==> config.mk <==
export PLATFORM = sky130hd
export DESIGN_NAME = acq_status_poller
export DESIGN_NICKNAME = d
export VERILOG_FILES = /design/src/rtl/acq_poll_pkg.sv /design/src/rtl/acq_poll_timer.sv /design/src/rtl/acq_status_poller.sv
export SDC_FILE = /design/constraint.sdc
export NUM_CORES = 1
export LEC_CHECK = 0
export BUFFER_PORTS_ARGS = -buffer_cell sky130_fd_sc_hd__buf_2
export CAP_MARGIN = 0
export CORE_ASPECT_RATIO = 2
export CORE_UTILIZATION = 50
export DETAILED_ROUTE_END_ITERATION = 8
export PLACE_DENSITY = 0.8
export SYNTH_ARGS = -nofsm -noshare
export SYNTH_HDL_FRONTEND = slang
export SYNTH_SLANG_ARGS = --single-unit
==> constraint.sdc <==
create_clock -name clk -period 5 [get_ports clk]
set_input_delay 0 -clock clk [delete_from_list [all_inputs] [get_ports clk]]
set_output_delay 0 -clock clk [all_outputs]
set_load 0.03 [all_outputs]
==> src/rtl/acq_poll_pkg.sv <==
// Shared state encoding and parameter limits for the acquisition status poller.
package acq_poll_pkg;

  typedef enum logic [1:0] {
    IDLE,
    ISSUE,
    WAIT_DATA,
    DELAY
  } poll_state_t;

  localparam int MAX_READ_LATENCY  = 4;
  localparam int MIN_POLL_INTERVAL = 1;

  function automatic int clamp_int(input int v, input int lo, input int hi);
    if (v < lo) return lo;
    if (v > hi) return hi;
    return v;
  endfunction

endpackage

==> src/rtl/acq_poll_timer.sv <==
// Loadable down-counter shared by the read-latency wait and the poll-interval delay.
module acq_poll_timer #(
  parameter int CNT_W = 5
) (
  input  logic             clk,
  input  logic             reset,
  input  logic             load,
  input  logic [CNT_W-1:0] value,
  output logic             zero
);

  logic [CNT_W-1:0] count;

  always_ff @(posedge clk) begin
    if (reset) begin
      count <= '0;
    end else if (load) begin
      count <= value;
    end else if (count != '0) begin
      count <= count - 1'b1;
    end
  end

  assign zero = (count == '0);

endmodule

==> src/rtl/acq_status_poller.sv <==
// Avalon-MM read master that polls a status word until a match or a read limit is hit.
// Define ACQ_POLL_MASK_EN to add match_mask/match_value inputs for a masked compare.
module acq_status_poller
  import acq_poll_pkg::*;
#(
  parameter int ADDR_W        = 2,
  parameter int DATA_W        = 32,
  parameter int READ_LATENCY  = 1,
  parameter int POLL_INTERVAL = 16,
  parameter int TIMEOUT_W     = 16
) (
  input  logic                 clk,
  input  logic                 reset,
  input  logic                 start,
  input  logic [ADDR_W-1:0]    poll_addr,
  input  logic [TIMEOUT_W-1:0] timeout_limit,
`ifdef ACQ_POLL_MASK_EN
  input  logic [DATA_W-1:0]    match_mask,
  input  logic [DATA_W-1:0]    match_value,
`endif
  output logic [ADDR_W-1:0]    avm_address,
  output logic                 avm_read,
  input  logic                 avm_waitrequest,
  input  logic [DATA_W-1:0]    avm_readdata,
  output logic                 busy,
  output logic                 done,
  output logic                 timed_out,
  output logic [DATA_W-1:0]    last_status,
  output logic [TIMEOUT_W-1:0] poll_count
);

  localparam int LAT      = clamp_int(READ_LATENCY, 1, MAX_READ_LATENCY);
  localparam int INTERVAL = (POLL_INTERVAL < MIN_POLL_INTERVAL) ? MIN_POLL_INTERVAL : POLL_INTERVAL;
  localparam int CNT_MAX  = (INTERVAL > LAT) ? INTERVAL : LAT;
  localparam int CNT_W    = $clog2(CNT_MAX + 1);
  localparam logic [CNT_W-1:0] LAT_LOAD      = CNT_W'(LAT - 1);
  localparam logic [CNT_W-1:0] INTERVAL_LOAD = CNT_W'(INTERVAL - 1);

  poll_state_t          state, state_next;
  logic [ADDR_W-1:0]    addr_q;
  logic [TIMEOUT_W-1:0] limit_q;
  logic [TIMEOUT_W-1:0] count_inc;
  logic                 accept, sample, hit, expire, matched;
  logic                 timer_load, timer_zero;
  logic [CNT_W-1:0]     timer_value;

  acq_poll_timer #(.CNT_W(CNT_W)) u_timer (
    .clk   (clk),
    .reset (reset),
    .load  (timer_load),
    .value (timer_value),
    .zero  (timer_zero)
  );

`ifdef ACQ_POLL_MASK_EN
  logic [DATA_W-1:0] mask_q, value_q;

  always_ff @(posedge clk) begin
    if (reset) begin
      mask_q  <= '0;
      value_q <= '0;
    end else if (accept) begin
      mask_q  <= match_mask;
      value_q <= match_value;
    end
  end

  always_comb begin
    matched = ((avm_readdata & mask_q) == (value_q & mask_q));
  end
`else
  always_comb begin
    matched = avm_readdata[0];
  end
`endif

  // A start landing on a done/timed_out cycle is dropped so runs never overlap.
  always_comb begin
    state_next  = state;
    accept      = 1'b0;
    sample      = 1'b0;
    hit         = 1'b0;
    expire      = 1'b0;
    timer_load  = 1'b0;
    timer_value = '0;
    count_inc   = (poll_count == '1) ? poll_count : poll_count + 1'b1;
    case (state)
      IDLE: begin
        if (start && !done && !timed_out) begin
          accept     = 1'b1;
          state_next = ISSUE;
        end
      end
      ISSUE: begin
        if (!avm_waitrequest) begin
          timer_load  = 1'b1;
          timer_value = LAT_LOAD;
          state_next  = WAIT_DATA;
        end
      end
      WAIT_DATA: begin
        if (timer_zero) begin
          sample = 1'b1;
          if (matched) begin
            hit        = 1'b1;
            state_next = IDLE;
          end else if ((limit_q != '0) && (count_inc == limit_q)) begin
            expire     = 1'b1;
            state_next = IDLE;
          end else begin
            timer_load  = 1'b1;
            timer_value = INTERVAL_LOAD;
            state_next  = DELAY;
          end
        end
      end
      DELAY: begin
        if (timer_zero) begin
          state_next = ISSUE;
        end
      end
      default: state_next = IDLE;
    endcase
  end

  // busy stays up through the result pulse and drops on the following cycle.
  always_ff @(posedge clk) begin
    if (reset) begin
      state       <= IDLE;
      addr_q      <= '0;
      limit_q     <= '0;
      busy        <= 1'b0;
      done        <= 1'b0;
      timed_out   <= 1'b0;
      last_status <= '0;
      poll_count  <= '0;
    end else begin
      state     <= state_next;
      done      <= hit;
      timed_out <= expire;
      if (accept) begin
        addr_q     <= poll_addr;
        limit_q    <= timeout_limit;
        poll_count <= '0;
        busy       <= 1'b1;
      end else if (done || timed_out) begin
        busy <= 1'b0;
      end
      if (sample) begin
        last_status <= avm_readdata;
        poll_count  <= count_inc;
      end
    end
  end

  assign avm_read    = (state == ISSUE);
  assign avm_address = addr_q;

endmodule

======== Yosys cells after proc, flatten, opt, wreduce, memory -nomap -nowiden ========
Index checks and enable logic that the tools add are counted.
storage, ports and cells
  memory bits (read-only) ................. 0
  output and inout port bits .............. 54
  memory bits (writable) .................. 0
  latch bits .............................. 0
  memories ................................ 0
  input port bits ......................... 54
  register bits after elaboration ......... 76
cells by class
  reduce and logical (&&, ||, !) cells .... 16
  divide/modulo/power cells ............... 0
  muxes and demuxes ....................... 29
  order comparisons ....................... 0
  equal/unequal tests ..................... 9
  bitwise logic cells ..................... 2
  $mul .................................... 0
  shift operators ......................... 0
  $add $sub $neg .......................... 2
operator list
  operator               count
  $mux 16                3
  $add 16x1->16 const B  1
  $eq 16x16->1           1
  $eq 16x16->1 const B   1
  $mux 4                 4
  $reduce_bool 16->1     1
  $mux 1                 12
  $mux 2                 6
  $mux 5                 2
  $ne 2x2->1 const B     4
  $pmux 2 s4             1
  $reduce_bool 2->1      3
  $logic_not 5->1        1
  $reduce_bool 5->1      1
  $sub 5x1->5 const B    1
  $eq 2x2->1 const B     2
  $reduce_and 4->1       1
  $reduce_or 4->1        1
  $logic_and 1x1->1      3
  $reduce_or 3->1        1
  $eq 2x1->1 const B     1
  $logic_not 1->1        2
  $logic_not 2->1        1
  $not 1->1              2
  2 further kinds        2

======== Depth between registers and ports, before layout ========
Gate-level depths: netlist (run 1).
  depth in word-level cells ............... 9
  depth in mapped cells ................... 11
  gate-level depth less buffers ........... 9

======== Hierarchy ========
A second synthesis (run 1) with hierarchy kept.
unflattened totals
  cells, all modules ...................... 487
  area total of the unflattened synthesis .. 3818.7 um2
by module, submodules not included
  module             instances  sequential area each (um2)  area each (um2)  cells each
  acq_status_poller  1          1421.4                      3530.9           455
  acq_poll_timer     1          100.1                       287.8            32

======== Least setup slack after synthesis (run 1) ========
OpenSTA, ideal clock, no wires.
  path type ............................... register to register
  from .................................... register poll_count[0]
  to ...................................... register state[0]
  slack ................................... 2027 ps
  clock period less this slack ............ 2973 ps
  setup time .............................. 133 ps
  buffers on the path ..................... 1
  required time ........................... 4867 ps
  stages on the path, launching flop included .. 11
  data arrival time ....................... 2840 ps
  path through ............................ dfxtp_1 -> ha_1 -> buf_2 -> nand4_1 -> nor4_4 -> o21ai_0 -> a222oi_1 -> nand4_1 -> nor4b_4 -> o221a_1 -> nor3_1
on the way
  word-level cells in the longest chain between the ends .. 8
  elaborated cells between the ends (all ways) .. 9
ends and longest elaborated chain
  element                                               RTL line                  source
  from (decl)                                           acq_status_poller.sv:29   output logic [TIMEOUT_W-1:0] poll_count
  from (signal assigned)                                acq_status_poller.sv:151  poll_count <= count_inc;
  $add 16x1->16 / $eq 16x16->1 (equally long branches)  acq_status_poller.sv:86   count_inc = (poll_count == '1) ? poll_count : poll_count + 1'b1;
  $mux 16 (*)                                           acq_status_poller.sv:86
  $eq 16x16->1 (*)                                      acq_status_poller.sv:107  end else if ((limit_q != '0) && (count_inc == limit_q)) begin
  $logic_and 1x1->1 (*)                                 acq_status_poller.sv:107
  $mux 2 (*)                                            acq_status_poller.sv:107
  $mux 2 (*)                                            acq_status_poller.sv:104  if (matched) begin
  $mux 2 (*)                                            acq_status_poller.sv:102  if (timer_zero) begin
  $pmux 2 s4 (*)                                        acq_status_poller.sv:87   case (state)
  to (signal assigned)                                  acq_status_poller.sv:138  state <= state_next;
  to (decl)                                             acq_status_poller.sv:39   poll_state_t state, state_next;
Every way passes the cells marked *; elsewhere a longest branch is shown, timed or not. The select of a mux whose other input is x is not followed.
A chain may end at the register's enable or synchronous reset.

======== Worst setup path in the final report (run 1) ========
Ends and elaborated chain as after synthesis.

==> results of run 1 <==
-- layout by cell type, fill, tap and decap left out, drive strengths merged, types with 3 or more instances in the layout --
cell type	instances
nand3	10
o21ai	11
dlygate4sd3	50
a311oi	5
a22oi	3
inv	6
nor4b	3
and3	4
xnor2	13
ha	6
nor2	28
or3	3
nor3	10
buf	110
nor4	7
clkinv	3
nand2b	7
nand2	125
xor2	10
and4	5
a211oi	4
nand4	8
clkbuf	10
dfxtp	76
a21oi	67
nor3b	3
a221oi	3
-- what timing repair did --
action / 4_1_cts / 5_1_grt
endpoints found under the hold margin: 52 / 0
hold buffers: 50 / 0
setup buffers: 0 / 0
-- power by group --
part           switching (uW)  internal (uW)
combinational             219            154
sequential               38.7            646
clock                     246            394
-- cells by family after synthesis --
group | Yosys count | synth area share, %
simple gates | 221 | 28.2
compound gates | 112 | 18.6
flops | 76 | 40.4
buf+inv | 42 | 4.68
xor+xnor | 23 | 5.35
fa+ha+maj | 6 | 1.99
mux | 3 | 0.830
-- final cells by class --
| class | instances | area (sq um) | share of cell area, % |
|---|---|---|---|
| flip-flops and latches | 76 | 1520 | 30.0 |
| multi-input cells | 365 | 2070 | 40.7 |
| clock buffers | 10 | 239 | 4.71 |
| repair buffers | 160 | 1060 | 20.8 |
| clock inverters | 5 | 52.6 | 1.03 |
| inverters | 6 | 22.5 | 0.443 |
| well taps | 92 | 115 | 2.27 |
-- per-layer routing --
metal	routed length (microns)	vias to the layer above	global-route usage (%)	part of all wire [%]
li1	-	1940	-	-
met1	4230	1912	29.0	34
met2	6720	184	59.3	55
met3	628	63	7.14	5.1
met4	748	0	23.8	6.1
met5	0	-	0	0
-- metrics by stage --
| step | hold WS [ns] | instance area (sq um) |
|---|---|---|
| 2_1_floorplan | 0.0714 | 3770 |
| 5_1_grt | 0.0743 | 5080 |
| 6_report | 0.0389 | 5080 |
| 3_3_place_gp | 0.239 | 4290 |
| 4_1_cts | 0.0354 | 5080 |
| 3_5_place_dp | 0.245 | 4290 |
-- tightest hold or removal path: stages --
cell and delay, ns:
buf_2 0.12, o21ai_0 0.09, a21oi_1 0.13
-- path summary, 6_finish.rpt --
check / depth (start not counted) / endpoint / slack, ns / start
hold reg to reg: 2 / busy$_SDFFE_PP0P_ / 0.45 / busy$_SDFFE_PP0P_
setup / recovery: 9 / state[0]$_SDFFE_PP0P_ / 1.62 / poll_count[0]$_SDFFE_PP0P_
setup reg to reg: 9 / state[0]$_SDFFE_PP0P_ / 1.62 / poll_count[0]$_SDFFE_PP0P_
hold / removal: 3 / u_timer.count[0]$_SDFFE_PP0P_ / 0.04 / avm_waitrequest
-- sequential cells by signal, summed over array words and instances, names as in the netlist --
signal         flops
poll_count        16
busy               1
timed_out          1
u_timer.count      5
state              2
limit_q           16
avm_address        2
last_status       32
done               1
==> results.md, run 1 <==
* Crit-path most repeated cell: nand4_1
* Slew @ Worst Pin at 0.857 ns
* DRC at 0
* Die area at 7910 sq um
* #FFs+latches synth at 76
* Post-Syn Nets at 543
* Max-slew violations at 0
* H-tree depth at 3
* IO Port Bufs at 107
* Avg Inst Size Synth at 7.80 sq um
* Vias per inst at 5.74
* Dpl ws at 1.68 ns
* Routability Congestion at 0.916
* N_diodes at 0
* Wire per inst at 17.3 microns
* Final core utilization at 69.9%
* Peak supply drop at 0.000279 V
* Final HPWL DP at 8150 microns
* Required time of the worst setup path at 5.19 ns
* Top cells by count, synth: 125 x nand2_1, 76 x dfxtp_1, 67 x a21oi_1
* EDFF count, synth at 0
* Ys async rst share at 0%
* Clk_lat worst skew at 0.33 ns
* Cell with the most instances after synthesis: nand2_1
* Max Clk Rate at 296 MHz
* Tmin final at 3.38 ns
* First DRT Iteration DRCs at 225
* Largest net degree at the start of global routing at 76
* Inst Count DP at 649
* Fill cell count at 609
* Sequential fraction of the synthesis area at 40.4%
* Nature of the critical path startpoint: register
* Worst-path clk slew at 0.06 ns
* Pre-antenna DRT Iters at 5
* Clock Tree Buf Depth at 2
* Crit. End Element: register
* RSZ-0062 raised after global routing: no
* Area growth syn-to-layout at 34.8%
* CTS resizes at 0
* CP bufs+invs at 0
* Arr. time, crit path at 3.56 ns
* Family with the most delay on the worst path: simple AND/OR/NAND/NOR gates
* Yosys warnings at 0
* IO Pins at 108
* Biggest area consumer among synthesized cells: dfxtp_1
* Pwr Density at 334 nW/um^2
* CTS tree: yes
* CTS Root Buffer Type: clkbuf_16
* Final setup viols at 0
* Fin worst setup slack at 1.62 ns
* Status: completed
* Cell chain of the critical path: ha_1, nand4_1, nor4_4, o21ai_0, a222oi_1, nand4_1, nor4b_4, o221a_1, nor3_1
* Placement Rows at 44
* Total Wirelength at 12300 microns
* Clock sink count at 76
* Cells after synthesis at 483
* Yosys top cell area share at 40.4%
* First-pass GRT wire length at 19700 microns
* CP max stage delay at 0.54 ns
* TritonCTS buffer count at 9
* Max Fanout on Critical Path at 10
* Setup TNS at 0 ns
* Initial Util at 51.8%
* Leakage power at 0.00207 uW
* Global Route Usage Sum at 32.1%
* Routed Antenna Nets at 0
* CP max-delay cell: nor4_4
* Initial antenna violation count at 0
* Power, Total at 1700 uW
* Final Hold Viols at 0
* Layout cells sized above 1 at 21.9%
* Post-route clock period utilization at 67.6%
* Vias in the first global route at 4344
* Skew final at 0.00319 ns
* Width of the die at 63.4 microns
* Via count at 4099
* Core box area at 7270 sq um
* GRT Residual Overflow at 0
* Synthesized area at 3770 sq um
* Layout Nets at 678
* Post-synth top flop: dfxtp_1
* Synth area leaders: dfxtp_1 40%, nand2_1 12%, a21oi_1 8.9%, xnor2_1 3.0%, nor2_1 2.8%
* Slew headroom at 42.7%
* Library cells used by synthesis at 58
* Worst Hold Class: in -> reg
* Final cell count without fillers at 714
* Die Span Y at 125 microns
* Max-Cap Viols at 0
* Crit Path Class: reg -> reg
No activity file was read; power rests on OpenSTA's default activity.
==> inputs of run 2 (changes only) <==
ABC_AREA = 1   (was unset)
clock period = 3.5 ns   (was 5 ns; I/O delays follow)
==> results.md, run 2 <==
* Vias in the first global route at 4398
* Max Clk Rate at 399 MHz
* Clk_lat worst skew at 0.34 ns
* RSZ-0062 raised after global routing: no
* Skew final at 0.00772 ns
* N_diodes at 0
* Crit-path most repeated cell: nand2_1
* Routability Congestion at 0.993
* Hold_sp: timeout_limit[12]
* CP max stage delay at 0.44 ns
* Reg-to-reg endpoint: u_timer.count[3]$_SDFFE_PP0P_
* Nature of the critical path startpoint: register
* Family with the most delay on the worst path: simple AND/OR/NAND/NOR gates
* Tmin final at 2.51 ns
* Cells after synthesis at 548
* Pre-antenna DRT Iters at 6
* Synth area leaders: dfxtp_1 40%, nand2_1 11%, nor2_1 9.3%, o21ai_0 6.9%, inv_1 4.8%
* Power, Total at 2540 uW
* Crit. End Element: register
* CTS resizes at 0
* Worst-path clk slew at 0.06 ns
* Commonest non-fill, non-tap cell in the layout: nand2_1
* Post-Syn Nets at 608
* Top reg by flops: last_status
* Global Route Usage Sum at 32.5%
* Hold EP: limit_q[12]$_SDFFE_PP0P_
* IO Port Bufs at 107
* H-tree depth at 3
* Max Fanout on Critical Path at 23
* Final setup viols at 0
* Avg Inst Size Synth at 6.89 sq um
* Final HPWL DP at 8100 microns
* Slew headroom at 58.2%
* CTS tree: yes
* Largest net degree at the start of global routing at 50
* Die Span Y at 125 microns
* Wire per inst at 15.5 microns
* Width of the die at 63.4 microns
* DRC at 0
* Clock sink count at 76
* Post-route clock period utilization at 71.6%
* Largest register FFs at 32
* Post-synth top flop: dfxtp_1
* TritonCTS buffer count at 9
* Largest regs: last_status: 32 flops, limit_q: 16 flops, poll_count: 16 flops
* Initial antenna violation count at 0
* Area growth syn-to-layout at 36.0%
* Reg2Reg Depth at 18
* Leading cell types in the layout, fill and taps excluded: 114 x nand2_1, 107 x buf_2, 94 x nor2_1
* Max-slew violations at 0
* Cell chain of the critical path: ha_1, nand2_2, nor2_2, nand2_2, inv_4, nand2_4, nand2_1, nand2_1, nand2_1, nand2_1, nor2_1, nand2_1, nor2_2, nand3_2, nand3_4, nand2_2, o21ai_1, nor2_1
* Crit Path Class: reg -> reg
* #FFs+latches synth at 76
* Slew @ Worst Pin at 0.621 ns
* Top cells by count, synth: 114 x nand2_1, 94 x nor2_1, 76 x dfxtp_1
* Final core utilization at 70.6%
* Layout Nets at 755
* Sequential fraction of the synthesis area at 40.3%
* Total Wirelength at 12300 microns
* Peak supply drop at 0.000397 V
* Synthesized area at 3770 sq um
* FF-to-FF Start: poll_count[0]$_SDFFE_PP0P_
* CP bufs+invs at 1
* Die area at 7920 sq um
* Routed Antenna Nets at 0
* Yosys top cell area share at 40.3%
* Layout cells sized above 1 at 23.1%
* Cell with the most instances after synthesis: nand2_1
* Library cells used by synthesis at 34
* First DRT Iteration DRCs at 292
* R2r setup slk at 0.99 ns
* Max-Cap Viols at 0
* EDFF count, synth at 0
* Core box area at 7270 sq um
* GRT Residual Overflow at 0
* Leakage power at 0.00252 uW
* Setup TNS at 0 ns
* Final Hold Viols at 0
* IO Pins at 108
* Arr. time, crit path at 2.72 ns
* Worst Hold Class: in -> reg
* Initial Util at 51.9%
* CTS Root Buffer Type: clkbuf_16
* Status: completed
* CP max-delay cell: dfxtp_1
* Yosys warnings at 0
* Hold Path Cell Cnt at 3
* Placement Rows at 44
* Ys async rst share at 0%
* Clock Tree Buf Depth at 2
* Biggest area consumer among synthesized cells: dfxtp_1
* Vias per inst at 5.38
* Pwr Density at 494 nW/um^2
* First-pass GRT wire length at 20000 microns
* Via count at 4264
* Required time of the worst setup path at 3.72 ns
==> run 2: cell types whose count changed after synthesis, sizes merged, moves of 9 or more <==
cell,delta
a21oi,-33
buf,-10
inv,+46
nand3,+28
nor2,+75
o21ai,+45
xnor2,-9
==> run 2: kinds of logic (layout without fill, tap and decap cells) <==
| family | after synthesis | after routing | synth area share [%] |
|---|---|---|---|
| DFF | 76 | 76 | 40.3 |
| and+or+nand+nor | 285 | 285 | 34.1 |
| adders and majority gates | 6 | 6 | 1.99 |
| AOI/OAI and AO/OA | 97 | 97 | 13.6 |
| buffers and inverters | 75 | 227 | 7.95 |
| xor gates and xnor gates | 9 | 9 | 2.09 |
==> run 2: worst max path at each step <==
stage                                                to  slack, ns                       start  cells after the start
after floorplan           u_timer.count[3]$_SDFFE_PP0P_       1.21  poll_count[0]$_SDFFE_PP0P_                     17
after global placement            state[1]$_SDFFE_PP0P_       1.05  poll_count[0]$_SDFFE_PP0P_                     16
after detailed placement  u_timer.count[3]$_SDFFE_PP0P_       1.03  poll_count[0]$_SDFFE_PP0P_                     18
after CTS                 u_timer.count[3]$_SDFFE_PP0P_       1.01  poll_count[0]$_SDFFE_PP0P_                     18
after global routing      u_timer.count[1]$_SDFFE_PP0P_       0.79  poll_count[0]$_SDFFE_PP0P_                     18
final                     u_timer.count[3]$_SDFFE_PP0P_       0.99  poll_count[0]$_SDFFE_PP0P_                     18
==> run 2: timing repair <==
item,in CTS,in global routing
endpoints found under the setup margin,0,0
setup buffers,0,0
hold endpoints to repair,48,0
hold buffers,48,0
==> run 2: worst register-to-register path, delay by kind of cell (launching register included) <==
kind / cells / cell delay, ns
buffers and inverters: 1 / 0.11
adder cells (fa/ha/maj): 1 / 0.26
AND/OR/NAND/NOR: 15 / 1.48
flip-flops: 1 / 0.44
AO/OA/AOI/OAI: 1 / 0.12
==> run 2: per-layer routing <==
layer	GRT usage [%]	vias to the layer above	share of wire [%]
li1	-	2074	-
met1	30.8	1961	36
met2	61.3	175	55
met3	4.85	54	4.1
met4	21.8	0	5.0
met5	0	-	0
==> run 2: report_power, final <==
part | switching (uW) | total [uW] | internal, uW
Clock | 358 | 943 | 586
Combinational | 372 | 602 | 231
Sequential | 50.5 | 993 | 942
==> run 2: stage by stage <==
step | worst slack [ns] | instances | cell area, sq um | hold WS, ns
after floorplan | 1.21 | 548 | 3770 | 0.135
after global placement | 1.05 | 728 | 4350 | 0.220
after detailed placement | 1.03 | 728 | 4350 | 0.231
after CTS | 1.01 | 792 | 5130 | 0.00160
after global routing | 0.794 | 792 | 5130 | 0.0250
final | 0.993 | 792 | 5130 | 0.00260
==> run 2: cell type report <==
cell class | count | area, sq um
Timing Repair Buffer | 158 | 1040
Fill cell | 639 | 2130
Multi-Input combinational cell | 397 | 1950
Clock buffer | 11 | 253
Sequential cell | 76 | 1520
Tap cell | 92 | 115
Inverter | 53 | 203
Clock inverter | 5 | 50.0
